===== src/rtl/clmul_issue_seq_pkg.sv =====
// Shared definitions for the CLMUL/MUL issue sequencer: op codes, FSM states,
// and op legality decode.
package clmul_pkg;

  localparam logic [2:0] OP_CLMUL  = 3'd0;
  localparam logic [2:0] OP_CLMULH = 3'd1;
  localparam logic [2:0] OP_CLMULR = 3'd2;
  localparam logic [2:0] OP_MUL    = 3'd4;
  localparam logic [2:0] OP_MULHU  = 3'd5;

  typedef enum logic [1:0] {
    ST_IDLE  = 2'd0,
    ST_ISSUE = 2'd1,
    ST_WAIT  = 2'd2,
    ST_RESP  = 2'd3
  } state_e;

  // Carry-less ops are only legal when the CLMUL datapath is enabled.
  function automatic logic op_is_legal(input logic [2:0] op, input logic disable_clmul);
    logic legal;
    legal = 1'b0;
    case (op)
      OP_CLMUL, OP_CLMULH, OP_CLMULR: legal = !disable_clmul;
      OP_MUL, OP_MULHU:               legal = 1'b1;
      default:                        legal = 1'b0;
    endcase
    return legal;
  endfunction

  // Integer multiply ops run the multiplier in mul mode, all others carry-less.
  function automatic logic op_is_mul(input logic [2:0] op);
    return (op == OP_MUL) || (op == OP_MULHU);
  endfunction

endpackage


===== src/rtl/clmul_issue_seq_if.sv =====
// Request, response and multiplier-side signals of the issue sequencer.
// slave: the sequencer; master: the surrounding pipeline and multiplier.
interface clmul_issue_seq_if #(
  parameter int unsigned TAG_W = 5
);
  logic             req_valid;
  logic             req_ready;
  logic [2:0]       req_op;
  logic [31:0]      req_rs1;
  logic [31:0]      req_rs2;
  logic [TAG_W-1:0] req_tag;

  logic             rsp_valid;
  logic             rsp_ready;
  logic [31:0]      rsp_rd;
  logic [TAG_W-1:0] rsp_tag;
  logic             rsp_err;

  logic             mul_start;
  logic             mul_mode;
  logic [31:0]      mul_rs1;
  logic [31:0]      mul_rs2;
  logic [63:0]      mul_rd;
  logic             mul_busy;
  logic             mul_done;

  modport slave (
    input  req_valid, req_op, req_rs1, req_rs2, req_tag,
    input  rsp_ready,
    input  mul_rd, mul_busy, mul_done,
    output req_ready,
    output rsp_valid, rsp_rd, rsp_tag, rsp_err,
    output mul_start, mul_mode, mul_rs1, mul_rs2
  );

  modport master (
    output req_valid, req_op, req_rs1, req_rs2, req_tag,
    output rsp_ready,
    output mul_rd, mul_busy, mul_done,
    input  req_ready,
    input  rsp_valid, rsp_rd, rsp_tag, rsp_err,
    input  mul_start, mul_mode, mul_rs1, mul_rs2
  );
endinterface


===== src/rtl/clmul_issue_seq_result_select.sv =====
// Picks the 32-bit architectural result out of the 64-bit product by op.
module clmul_result_select
  import clmul_pkg::*;
(
  input  logic [2:0]  op,
  input  logic [63:0] prod,
  output logic [31:0] result
);

  // Low half for CLMUL/MUL, high half for CLMULH/MULHU, bits 62:31 for CLMULR.
  always_comb begin
    result = '0;
    case (op)
      OP_CLMUL, OP_MUL:    result = prod[31:0];
      OP_CLMULH, OP_MULHU: result = prod[63:32];
      OP_CLMULR:           result = prod[62:31];
      default:             result = '0;
    endcase
  end

endmodule


===== src/rtl/clmul_issue_seq.sv =====
// Issue/writeback sequencer in front of the multi-cycle CLMUL/MUL unit:
// accepts a request, pulses start, waits for done, returns the result slice.
module clmul_issue_seq
  import clmul_pkg::*;
#(
  parameter int unsigned TAG_W         = 5,
  parameter bit          DISABLE_CLMUL = 1'b0
) (
  input  logic                 clock,
  input  logic                 resetn,
  input  logic                 flush,
  clmul_issue_seq_if.slave     bus
);

  state_e           state_q, state_d;
  logic [2:0]       op_q, op_d;
  logic [TAG_W-1:0] tag_q, tag_d;
  logic [31:0]      rs1_q, rs1_d;
  logic [31:0]      rs2_q, rs2_d;
  logic             mode_q, mode_d;
  logic [31:0]      rsp_rd_q, rsp_rd_d;
  logic             rsp_err_q, rsp_err_d;

  logic             req_ready;
  logic             req_fire;
  logic             req_legal;
  logic [31:0]      slice;
  logic             unused_busy;

  // Busy is informational only; completion is tracked purely by done.
  assign unused_busy = bus.mul_busy;

  clmul_result_select u_select (
    .op     (op_q),
    .prod   (bus.mul_rd),
    .result (slice)
  );

  assign req_ready = !flush &&
                     ((state_q == ST_IDLE) || ((state_q == ST_RESP) && bus.rsp_ready));
  assign req_fire  = bus.req_valid && req_ready;
  assign req_legal = op_is_legal(bus.req_op, DISABLE_CLMUL);

  assign bus.req_ready = req_ready;
  assign bus.rsp_valid = (state_q == ST_RESP);
  assign bus.rsp_rd    = rsp_rd_q;
  assign bus.rsp_tag   = tag_q;
  assign bus.rsp_err   = rsp_err_q;
  assign bus.mul_start = (state_q == ST_ISSUE);
  assign bus.mul_mode  = mode_q;
  assign bus.mul_rs1   = rs1_q;
  assign bus.mul_rs2   = rs2_q;

  // Next-state and datapath update. Flush is applied last so it overrides
  // every other transition; req_ready is already low in a flush cycle.
  always_comb begin
    state_d   = state_q;
    op_d      = op_q;
    tag_d     = tag_q;
    rs1_d     = rs1_q;
    rs2_d     = rs2_q;
    mode_d    = mode_q;
    rsp_rd_d  = rsp_rd_q;
    rsp_err_d = rsp_err_q;

    case (state_q)
      ST_IDLE:  state_d = ST_IDLE;
      ST_ISSUE: state_d = ST_WAIT;
      ST_WAIT: begin
        if (bus.mul_done) begin
          rsp_rd_d = slice;
          state_d  = ST_RESP;
        end
      end
      ST_RESP: begin
        if (bus.rsp_ready) state_d = ST_IDLE;
      end
      default:  state_d = ST_IDLE;
    endcase

    // Illegal ops leave the operand/mode registers alone so a killed op that
    // is still running in the multiplier keeps stable inputs.
    if (req_fire) begin
      op_d     = bus.req_op;
      tag_d    = bus.req_tag;
      rsp_rd_d = '0;
      if (req_legal) begin
        rs1_d     = bus.req_rs1;
        rs2_d     = bus.req_rs2;
        mode_d    = op_is_mul(bus.req_op);
        rsp_err_d = 1'b0;
        state_d   = ST_ISSUE;
      end else begin
        rsp_err_d = 1'b1;
        state_d   = ST_RESP;
      end
    end

    if (flush) state_d = ST_IDLE;
  end

  // State and datapath registers; reset drops any in-flight work.
  always_ff @(posedge clock or negedge resetn) begin
    if (!resetn) begin
      state_q   <= ST_IDLE;
      op_q      <= '0;
      tag_q     <= '0;
      rs1_q     <= '0;
      rs2_q     <= '0;
      mode_q    <= 1'b0;
      rsp_rd_q  <= '0;
      rsp_err_q <= 1'b0;
    end else begin
      state_q   <= state_d;
      op_q      <= op_d;
      tag_q     <= tag_d;
      rs1_q     <= rs1_d;
      rs2_q     <= rs2_d;
      mode_q    <= mode_d;
      rsp_rd_q  <= rsp_rd_d;
      rsp_err_q <= rsp_err_d;
    end
  end

endmodule


===== src/flat_wrapper.sv =====
// flat-port wrapper written by rule: the top's interface ports become plain ports
module clmul_issue_seq_flat import clmul_pkg::*;
#(
  parameter int unsigned TAG_W         = 5,
  parameter bit          DISABLE_CLMUL = 1'b0
)
  (clock, resetn, flush, bus_req_valid, bus_req_op, bus_req_rs1, bus_req_rs2, bus_req_tag, bus_rsp_ready, bus_mul_rd, bus_mul_busy, bus_mul_done, bus_req_ready, bus_rsp_valid, bus_rsp_rd, bus_rsp_tag, bus_rsp_err, bus_mul_start, bus_mul_mode, bus_mul_rs1, bus_mul_rs2);
  clmul_issue_seq_if #(.TAG_W(TAG_W)) bus_i ();
  input  logic clock;
  input  logic resetn;
  input  logic flush;
  input wire logic [$bits(bus_i.req_valid)-1:0] bus_req_valid;
  input wire logic [$bits(bus_i.req_op)-1:0] bus_req_op;
  input wire logic [$bits(bus_i.req_rs1)-1:0] bus_req_rs1;
  input wire logic [$bits(bus_i.req_rs2)-1:0] bus_req_rs2;
  input wire logic [$bits(bus_i.req_tag)-1:0] bus_req_tag;
  input wire logic [$bits(bus_i.rsp_ready)-1:0] bus_rsp_ready;
  input wire logic [$bits(bus_i.mul_rd)-1:0] bus_mul_rd;
  input wire logic [$bits(bus_i.mul_busy)-1:0] bus_mul_busy;
  input wire logic [$bits(bus_i.mul_done)-1:0] bus_mul_done;
  output wire logic [$bits(bus_i.req_ready)-1:0] bus_req_ready;
  output wire logic [$bits(bus_i.rsp_valid)-1:0] bus_rsp_valid;
  output wire logic [$bits(bus_i.rsp_rd)-1:0] bus_rsp_rd;
  output wire logic [$bits(bus_i.rsp_tag)-1:0] bus_rsp_tag;
  output wire logic [$bits(bus_i.rsp_err)-1:0] bus_rsp_err;
  output wire logic [$bits(bus_i.mul_start)-1:0] bus_mul_start;
  output wire logic [$bits(bus_i.mul_mode)-1:0] bus_mul_mode;
  output wire logic [$bits(bus_i.mul_rs1)-1:0] bus_mul_rs1;
  output wire logic [$bits(bus_i.mul_rs2)-1:0] bus_mul_rs2;
  assign bus_i.req_valid = bus_req_valid;
  assign bus_i.req_op = bus_req_op;
  assign bus_i.req_rs1 = bus_req_rs1;
  assign bus_i.req_rs2 = bus_req_rs2;
  assign bus_i.req_tag = bus_req_tag;
  assign bus_i.rsp_ready = bus_rsp_ready;
  assign bus_i.mul_rd = bus_mul_rd;
  assign bus_i.mul_busy = bus_mul_busy;
  assign bus_i.mul_done = bus_mul_done;
  assign bus_req_ready = bus_i.req_ready;
  assign bus_rsp_valid = bus_i.rsp_valid;
  assign bus_rsp_rd = bus_i.rsp_rd;
  assign bus_rsp_tag = bus_i.rsp_tag;
  assign bus_rsp_err = bus_i.rsp_err;
  assign bus_mul_start = bus_i.mul_start;
  assign bus_mul_mode = bus_i.mul_mode;
  assign bus_mul_rs1 = bus_i.mul_rs1;
  assign bus_mul_rs2 = bus_i.mul_rs2;
  clmul_issue_seq #(.TAG_W(TAG_W), .DISABLE_CLMUL(DISABLE_CLMUL)) u_core (.clock(clock), .resetn(resetn), .flush(flush), .bus(bus_i));
endmodule

===== config.mk =====
export PLATFORM = sky130hd
export DESIGN_NAME = clmul_issue_seq_flat
export DESIGN_NICKNAME = d
export VERILOG_FILES = /design/src/rtl/clmul_issue_seq_pkg.sv /design/src/rtl/clmul_issue_seq_if.sv /design/src/rtl/clmul_issue_seq_result_select.sv /design/src/rtl/clmul_issue_seq.sv /design/src/flat_wrapper.sv
export SDC_FILE = /design/constraint.sdc
export NUM_CORES = 1
export LEC_CHECK = 0
export ABC_AREA = 1
export CORE_ASPECT_RATIO = 0.7
export CORE_UTILIZATION = 46
export CTS_CLUSTER_SIZE = 8
export DETAILED_ROUTE_END_ITERATION = 8
export HOLD_SLACK_MARGIN = 0.08
export PLACE_DENSITY_LB_ADDON = 0.1
export RECOVER_POWER = 25
export SLEW_MARGIN = 20
export SYNTH_ARGS = -nofsm -noshare
export SYNTH_HDL_FRONTEND = slang
export SYNTH_HIERARCHICAL = 1
export SYNTH_SLANG_ARGS = --single-unit

===== constraint.sdc =====
create_clock -name clock -period 3 [get_ports clock]
set_clock_uncertainty 0.2 [all_clocks]
set_input_delay 0.6 -clock clock [delete_from_list [all_inputs] [get_ports clock]]
set_output_delay 0.6 -clock clock [all_outputs]
set_load 0.01 [all_outputs]

# --- After elaboration in Yosys (flattened, before gate mapping) ---
# Cells that the tools add are included.
# Widths: inputs -> output; s select.
totals:
  regBits: 108
  in_bits: 143
  out_inout_bits: 106
  elab_cells: 50
op_classes:
  eq_ne: 13
  muxes: 12
  reduce_logical: 17
op_table:
  columns: ["op", "count"]
  rows:
  - ["$mux 32", 3]
  - ["$pmux 32 s3", 1]
  - ["$eq 3x3->1 const B", 4]
  - ["$mux 2", 5]
  - ["$ne 4x3->1 const B", 2]
  - ["$pmux 2 s4", 1]
  - ["$eq 3x1->1 const B", 2]
  - ["$eq 3x2->1 const B", 2]
  - ["$logic_not 3->1", 2]
  - ["$reduce_and 2->1", 3]
  - ["$reduce_or 5->1", 1]
  - ["$eq 2x2->1 const B", 2]
  - ["$reduce_bool 2->1", 2]
  - ["$reduce_or 2->1", 2]
  - ["$logic_and 1x1->1", 3]
  - ["$eq 2x1->1 const B", 1]
  - ["$logic_not 2->1", 1]
  - ["$logic_or 1x1->1", 2]
  - ["$mux 1", 2]
  - ["$logic_not 1->1", 1]

# --- Logic depth before layout (Yosys ltp) ---
# Gate-level depths: netlist of run 1.
depth:
  ltp_word: 7
  mapped_depth: 11
  depth_no_buf: 10

# --- Modules after synthesis ---
# Netlist of run 1, hierarchy kept.
modules_own_cells:
  columns: ["module", "area_each_um2", "cells_each", "n_inst", "seq_area_each_um2"]
  rows:
  - ["clmul_issue_seq", 4654.5, 491, 1, 2702.6]
  - ["clmul_result_select", 1016.0, 216, 1, 0.0]

# --- Worst setup path after synthesis of run 1 ---
# OpenSTA, ideal clock, no wires.
synth_timing:
  kind: "register -> output"
  start: "register u_core.state_q[0]"
  end: "output bus_req_ready"
  n_path_buf: 0
  stages_incl_launch_ff: 4
  required_time_ps: 2200
  slack_ps: 1227
  arrival_time_ps: 973
  path_cell_list: "dfrtp_1 > ha_1 > nand2_1 > a21oi_1"
synth_between:
  elab_chain_len: 4
  word_cells_on_any_way: 5
  classes_between: "eq/ne (1); reduce/logical (4)"
synth_lines:
  columns: ["item", "line_no", "source"]
  rows:
  - ["start, declared", "clmul_issue_seq.sv:15", "state_e state_q, state_d;"]
  - ["start signal, assigned", "clmul_issue_seq.sv:114", "state_q <= state_d;"]
  - ["$eq 2x2->1", null, null]
  - ["via bus_rsp_valid", "flat_wrapper.sv:22", "output wire logic [$bits(bus_i.rsp_valid)-1:0] bus_rsp_valid;"]
  - ["$logic_and 1x1->1", "clmul_issue_seq.sv:40", "((state_q == ST_IDLE) || ((state_q == ST_RESP) && bus.rsp_ready));"]
  - ["$logic_or 1x1->1", "clmul_issue_seq.sv:40", null]
  - ["$logic_and 1x1->1", "clmul_issue_seq.sv:39", "assign req_ready = !flush &&"]
  - ["end, declared", "flat_wrapper.sv:21", "output wire logic [$bits(bus_i.req_ready)-1:0] bus_req_ready;"]
# The timed path passes the listed nets, and every way through them passes these cells.

# --- Worst setup path in the final report of run 1 ---
layout_timing:
  start: "input bus_rsp_ready"
  end: "output bus_req_ready"
layout_between:
  elab_chain_len: 3
layout_lines:
  columns: ["item", "line_no", "source"]
  rows:
  - ["start, declared", "flat_wrapper.sv:17", "input wire logic [$bits(bus_i.rsp_ready)-1:0] bus_rsp_ready;"]
  - ["$logic_and 1x1->1", "clmul_issue_seq.sv:40", null]
  - ["$logic_or 1x1->1", "clmul_issue_seq.sv:40", null]
  - ["$logic_and 1x1->1", "clmul_issue_seq.sv:39", null]
# Every way passes these cells.

==> impl_results.md, run 1 <==
* Status: finished, violations left
* Violated checks: max-capacitance violations, max-slew violations
* H-Tree Depth at 3
* Maximum VDD drop at 0.580 mV
* Crit Path Class: input port to output pin
* Total GRT Usage at 25.5%
* Final net count at 1073
* Period utilization at 92.6%
* #FFs+latches synth at 108
* Synth Area in Compound Gates at 6.00%
* Crit path required time at 2.20 ns
* Vias per Instance at 4.99
* Iteration-0 DRC Markers at 288
* Die H at 94.9 um
* RSZ-0062 raised after global routing: false
* Routed wire length at 16100 um
* Post-Synth Adder-Cell Area at 1.10%
* CORE AREA at 11900 um2
* Post-cts gate resize count at 0
* Root buf cell: clkbuf_16
* Syn Nets at 855
* Leak at 4.25 nW
* Syn Area/Cell at 8.02 um2
* Starting Density at 47.9%
* Slew headroom at -8.54%
* Number of diodes at 0
* Final Hold Slack at 0.284 ns
* GP Congestion at 0.855
* Clock sink total at 108
* Number of CTS-inserted buffers at 9
* Synth Instances at 707
* Final WS setup at 0.221 ns
* Critical Path Fanout Max at 3
* Final-report max-slew violation count at 64
* Clock slew at reported path FFs at 0.07 ns
* Commonest cells after routing, fill and taps aside: 292 x nand2_1, 246 x clkdlybuf4s50_1, 108 x dfrtp_1, 72 x inv_1, 41 x o21ai_1
* Hold Crit Class: register to register
* CTS Buffer Depth at 2
* Non-Filler Instances at 1087
* Area growth syn-to-layout at 47.2%
* Post-CTS Setup Bufs at 0
* Final HPWL DP at 11300 um
* Least-Margin Pin Slew at 1.63 ns
* CTS tree: done
* # IOs at 249
* DRT Pass-1 Iters at 5
* Startpoint Class: input port
* # rows at 33
* Util after Layout at 70.4%
* Total power divided by cell area at 854 nW/um2
* Pin count of the biggest net entering global routing at 65
* Commonest non-fill, non-tap cell in the layout: nand2_1
* Mapped Area at 5670 um2
* # placed instances at 1071
* Final setup fails at 0
* Mux contribution to synthesized area at 6.35%
* Tmin final at 2.78 ns
* Fin. Hold Viols at 0
* Synth cell types at 22
* Sequential area share after synthesis at 47.7%
* DRC violations left at 0
* Main combinational cell family by area after synthesis: simple AND/OR/NAND/NOR gates
* XOR/XNOR share of the synthesized area at 0%
* Layout cells sized above 1 at 6.77%
* DR WL/cell at 14.8 um
* CP arrival at 1.98 ns
* Vias in the first global route at 5279
* Die width at 135 um
* Post-route ant nets at 0
* YS warnings at 6
* Vias at 5423
* First-pass GRT wire length at 25500 um
* Max-cap viol count at 1
* Port Buffers at 247
* Setup_tns at 0 ns
* Worst skew pair latency at 0.34 ns
* Aggregate global routing overflow at 0
* Die area at 12800 um2
* Initial antenna violation count at 0
* Post-synthesis simple-gate area fraction at 27.7%
* Pre-CTS WS at 0.229 ns
* Fmax at 0.360 GHz
* Critical path capture point type: output pin
* Hold Buf Count CTS at 0
metrics by stage:
stage / total power [mW] / instance area [um2]
after detailed placement: 6.03 / 8070
after CTS: 7.18 / 8350
final: 7.13 / 8350
after global placement: 5.92 / 8070
after global routing: 7.66 / 8350
after floorplan: 4.39 / 5670
registers in the layout, indices dropped and copies added, names as in the netlist:
| signal | count |
|---|---|
| u_core/bus.mul_rs1 | 32 |
| u_core/bus.mul_rs2 | 32 |
| u_core/bus.rsp_rd | 32 |
| u_core/bus.rsp_tag | 5 |
| u_core/op_q | 3 |
| u_core/state_q | 2 |
| u_core/bus.mul_mode | 1 |
| u_core/bus.rsp_err | 1 |
synth_stat cells:
cell	n	area share [%]
a21oi_1	1	0.088
buf_1	1	0.066
buf_2	16	1.4
buf_4	6	0.79
buf_6	17	3.4
clkbuf_1	6	0.40
clkbuf_2	2	0.18
dfrtp_1	108	48
ha_1	5	1.1
inv_1	72	4.8
inv_2	3	0.20
mux2_2	32	6.4
nand2_1	292	19
nand2_2	1	0.11
nand3_1	37	3.3
nand3_4	1	0.31
nand4_1	32	3.5
nor2_1	5	0.33
nor2_2	1	0.11
nor2_8	2	0.71
o21ai_0	26	2.3
o21ai_1	41	3.6
logic make-up after synthesis:
kind of cell             after synthesis
buffers and inverters                123
flip-flops                           108
AND/OR/NAND/NOR                      371
multiplexers                          32
adder cells (fa/ha/maj)                5
AO/OA/AOI/OAI                         68
per-layer routing:
metal	global-route usage, %	wire, um
met1	31.7	6550
met2	42.5	7720
met3	8.91	1590
met4	6.55	238
met5	0	0
worst paths after layout:
| check | start | end | slack [ns] | depth (start not counted) |
|---|---|---|---|---|
| worst max-delay path | bus_rsp_ready | bus_req_ready | 0.22 | 4 |
| worst min-delay path | u_core/bus.mul_rs2[23]$_DFFE_PN0P_ | u_core/bus.mul_rs2[23]$_DFFE_PN0P_ | 0.28 | 2 |
| worst max register to register | u_core/state_q[0]$_DFFE_PN0P_ | u_core/state_q[1]$_DFFE_PN0P_ | 0.77 | 10 |
| worst min register to register | u_core/bus.mul_rs2[23]$_DFFE_PN0P_ | u_core/bus.mul_rs2[23]$_DFFE_PN0P_ | 0.28 | 2 |
| max in group asynchronous | resetn | u_core/bus.rsp_rd[8]$_DFFE_PN0P_ | 0.88 | 2 |
| min in group asynchronous | resetn | u_core/bus.rsp_rd[24]$_DFFE_PN0P_ | 0.48 | 1 |
cell type report:
type	count	area (um2)
fillers	944	3500
well taps	157	196
inverters	75	282
flip-flops and latches	108	2700
repair buffers	255	2550
clock inverters	6	50.0
multi-input cells	476	2340
clock buffers	10	229
critical path: stages:
cell and delay, ns:
clkdlybuf4s50_1 0.50, nand2_1 0.09, a21oi_1 0.20, clkdlybuf4s50_1 0.59
power breakdown:
| part | switching (mW) | total (mW) | internal [mW] |
|---|---|---|---|
| clock | 0.547 | 1.12 | 0.573 |
| combinational | 1.88 | 3.63 | 1.75 |
| sequential | 0.348 | 2.38 | 2.03 |
| total | 2.77 | 7.13 | 4.36 |
(Power assumes the default switching activity.)
==> run 2: changes to the inputs <==
clock period = 3.2 ns   (was 3 ns; I/O delays follow)
==> impl_results.md, run 2 (synthesis results as in run 1) <==
* Status: finished, final reports clean
* Critical path's largest stage delay at 0.58 ns
* Crit Path Class: input port to output pin
* Hold path cells at 2
* RSZ-0062 raised after global routing: false
* Die area at 12800 um2
* CORE AREA at 11900 um2
* Most frequent CP cell: clkdlybuf4s50_1
* Vias at 5435
* Post-CTS Setup Bufs at 0
* Fmax at 0.350 GHz
* Commonest non-fill, non-tap cell in the layout: nand2_1
* Clock slew at reported path FFs at 0.07 ns
* CTS Buffer Depth at 2
* GP Congestion at 0.858
* Vias in the first global route at 5172
* Number of CTS-inserted buffers at 9
* Startpoint Class: input port
* Tmin final at 2.86 ns
* Fin. Hold Viols at 0
* Footprint of the multi-input gates at 2340 um2
* Period utilization at 89.4%
* Slew headroom at 1.53%
* Worst r2r path cells at 10
* Final setup fails at 0
* Total power at 6.78 mW
* Clock sink total at 108
* Iteration-0 DRC Markers at 289
* First-pass GRT wire length at 25500 um
* Final-report max-slew violation count at 0
* DRT Pass-1 Iters at 6
* Aggregate global routing overflow at 0
* FF/Latch Area at 2700 um2
* Critical Path Fanout Max at 3
* Leak at 4.26 nW
* Layout cells sized above 1 at 6.99%
* Critical-path top delay cell: clkdlybuf4s50_1
* Crit path required time at 2.36 ns
* Least-Margin Pin Slew at 1.48 ns
* Final net count at 1074
* H-Tree Depth at 3
* CP arrival at 2.02 ns
* CTS tree: done
* Die H at 94.9 um
* # rows at 33
* Starting Density at 47.9%
* DR WL/cell at 14.8 um
* Post-cts gate resize count at 0
* Final HPWL DP at 11400 um
* Hold Buf Count CTS at 0
* Fill count at 940
* # IOs at 249
* Hold Crit Class: register to register
* Die width at 135 um
* Worst skew pair latency at 0.34 ns
* Commonest cells after routing, fill and taps aside: 292 x nand2_1, 246 x clkdlybuf4s50_1, 108 x dfrtp_1, 72 x inv_1, 41 x o21ai_1
* DRC violations left at 0
* DP Area at 8080 um2
* Critical path capture point type: output pin
* Initial antenna violation count at 0
* Pin count of the biggest net entering global routing at 73
* Port Buffers at 247
* Number of diodes at 0
* Design area at 8380 um2
* Setup_tns at 0 ns
* Total power divided by cell area at 809 nW/um2
* Maximum VDD drop at 0.519 mV
* Max-cap viol count at 0
* Root buf cell: clkbuf_16
* Area growth syn-to-layout at 47.7%
* Routed wire length at 16100 um
* Total GRT Usage at 25.4%
* Crit-path cells: clkdlybuf4s50_1 > nand2_1 > a21oi_1 > clkdlybuf4s50_1
* Vias per Instance at 5.00
* Post-route ant nets at 0
## run 2: where the power goes
| part | leakage, nW | switching, mW | internal [mW] |
|---|---|---|---|
| Combinational | 2.74 | 1.78 | 1.65 |
| Clock | 0.140 | 0.514 | 0.613 |
| Sequential | 1.38 | 0.321 | 1.91 |
| Total | 4.26 | 2.62 | 4.17 |
## run 2: worst max-delay path, delay by kind of cell
family | cells | cell delay, ns
AO/OA/AOI/OAI | 1 | 0.20
AND/OR/NAND/NOR | 1 | 0.10
buffers and inverters | 2 | 1.08
## run 2: per-stage QoR
step | worst slack (ns) | std cells | hold slack [ns] | utilization, %
final | 0.340 | 1087 | 0.281 | 70.7
after global routing | 0.316 | 1087 | 0.307 | 70.7
after CTS | 0.343 | 1087 | 0.177 | 70.7
after detailed placement | 0.341 | 1072 | 0.270 | 68.2
after global placement | 0.383 | 1072 | 0.263 | 68.2
after floorplan | 1.39 | 707 | 0.144 | -
## run 2: per-layer routing
metal	part of all wire, %	vias up	global-route usage, %
li1	-	2659	-
met1	42	2529	31.6
met2	47	226	42.7
met3	9.8	21	8.64
met4	1.4	0	6.37
met5	0	-	0
## run 2: worst paths after layout
| path | slack (ns) | end | startpoint |
|---|---|---|---|
| max | 0.34 | bus_req_ready | bus_rsp_ready |
| min | 0.28 | u_core/bus.mul_rs2[6]$_DFFE_PN0P_ | u_core/bus.mul_rs2[6]$_DFFE_PN0P_ |
| max reg2reg | 0.86 | u_core/state_q[1]$_DFFE_PN0P_ | u_core/state_q[0]$_DFFE_PN0P_ |
| min reg2reg | 0.28 | u_core/bus.mul_rs2[6]$_DFFE_PN0P_ | u_core/bus.mul_rs2[6]$_DFFE_PN0P_ |
| max in group asynchronous | 1.40 | u_core/bus.rsp_rd[23]$_DFFE_PN0P_ | resetn |
| min in group asynchronous | 0.43 | u_core/bus.rsp_rd[4]$_DFFE_PN0P_ | resetn |
## run 2: cell type report
| cell class | instances | area share (%) |
|---|---|---|
| clock buffer | 9 | 2.69 |
| multi-input combinational | 476 | 27.9 |
| inverter | 75 | 3.36 |
| clock inverter | 6 | 0.881 |
| timing repair buffer | 256 | 30.6 |
| tap | 157 | 2.34 |
| sequential | 108 | 32.3 |
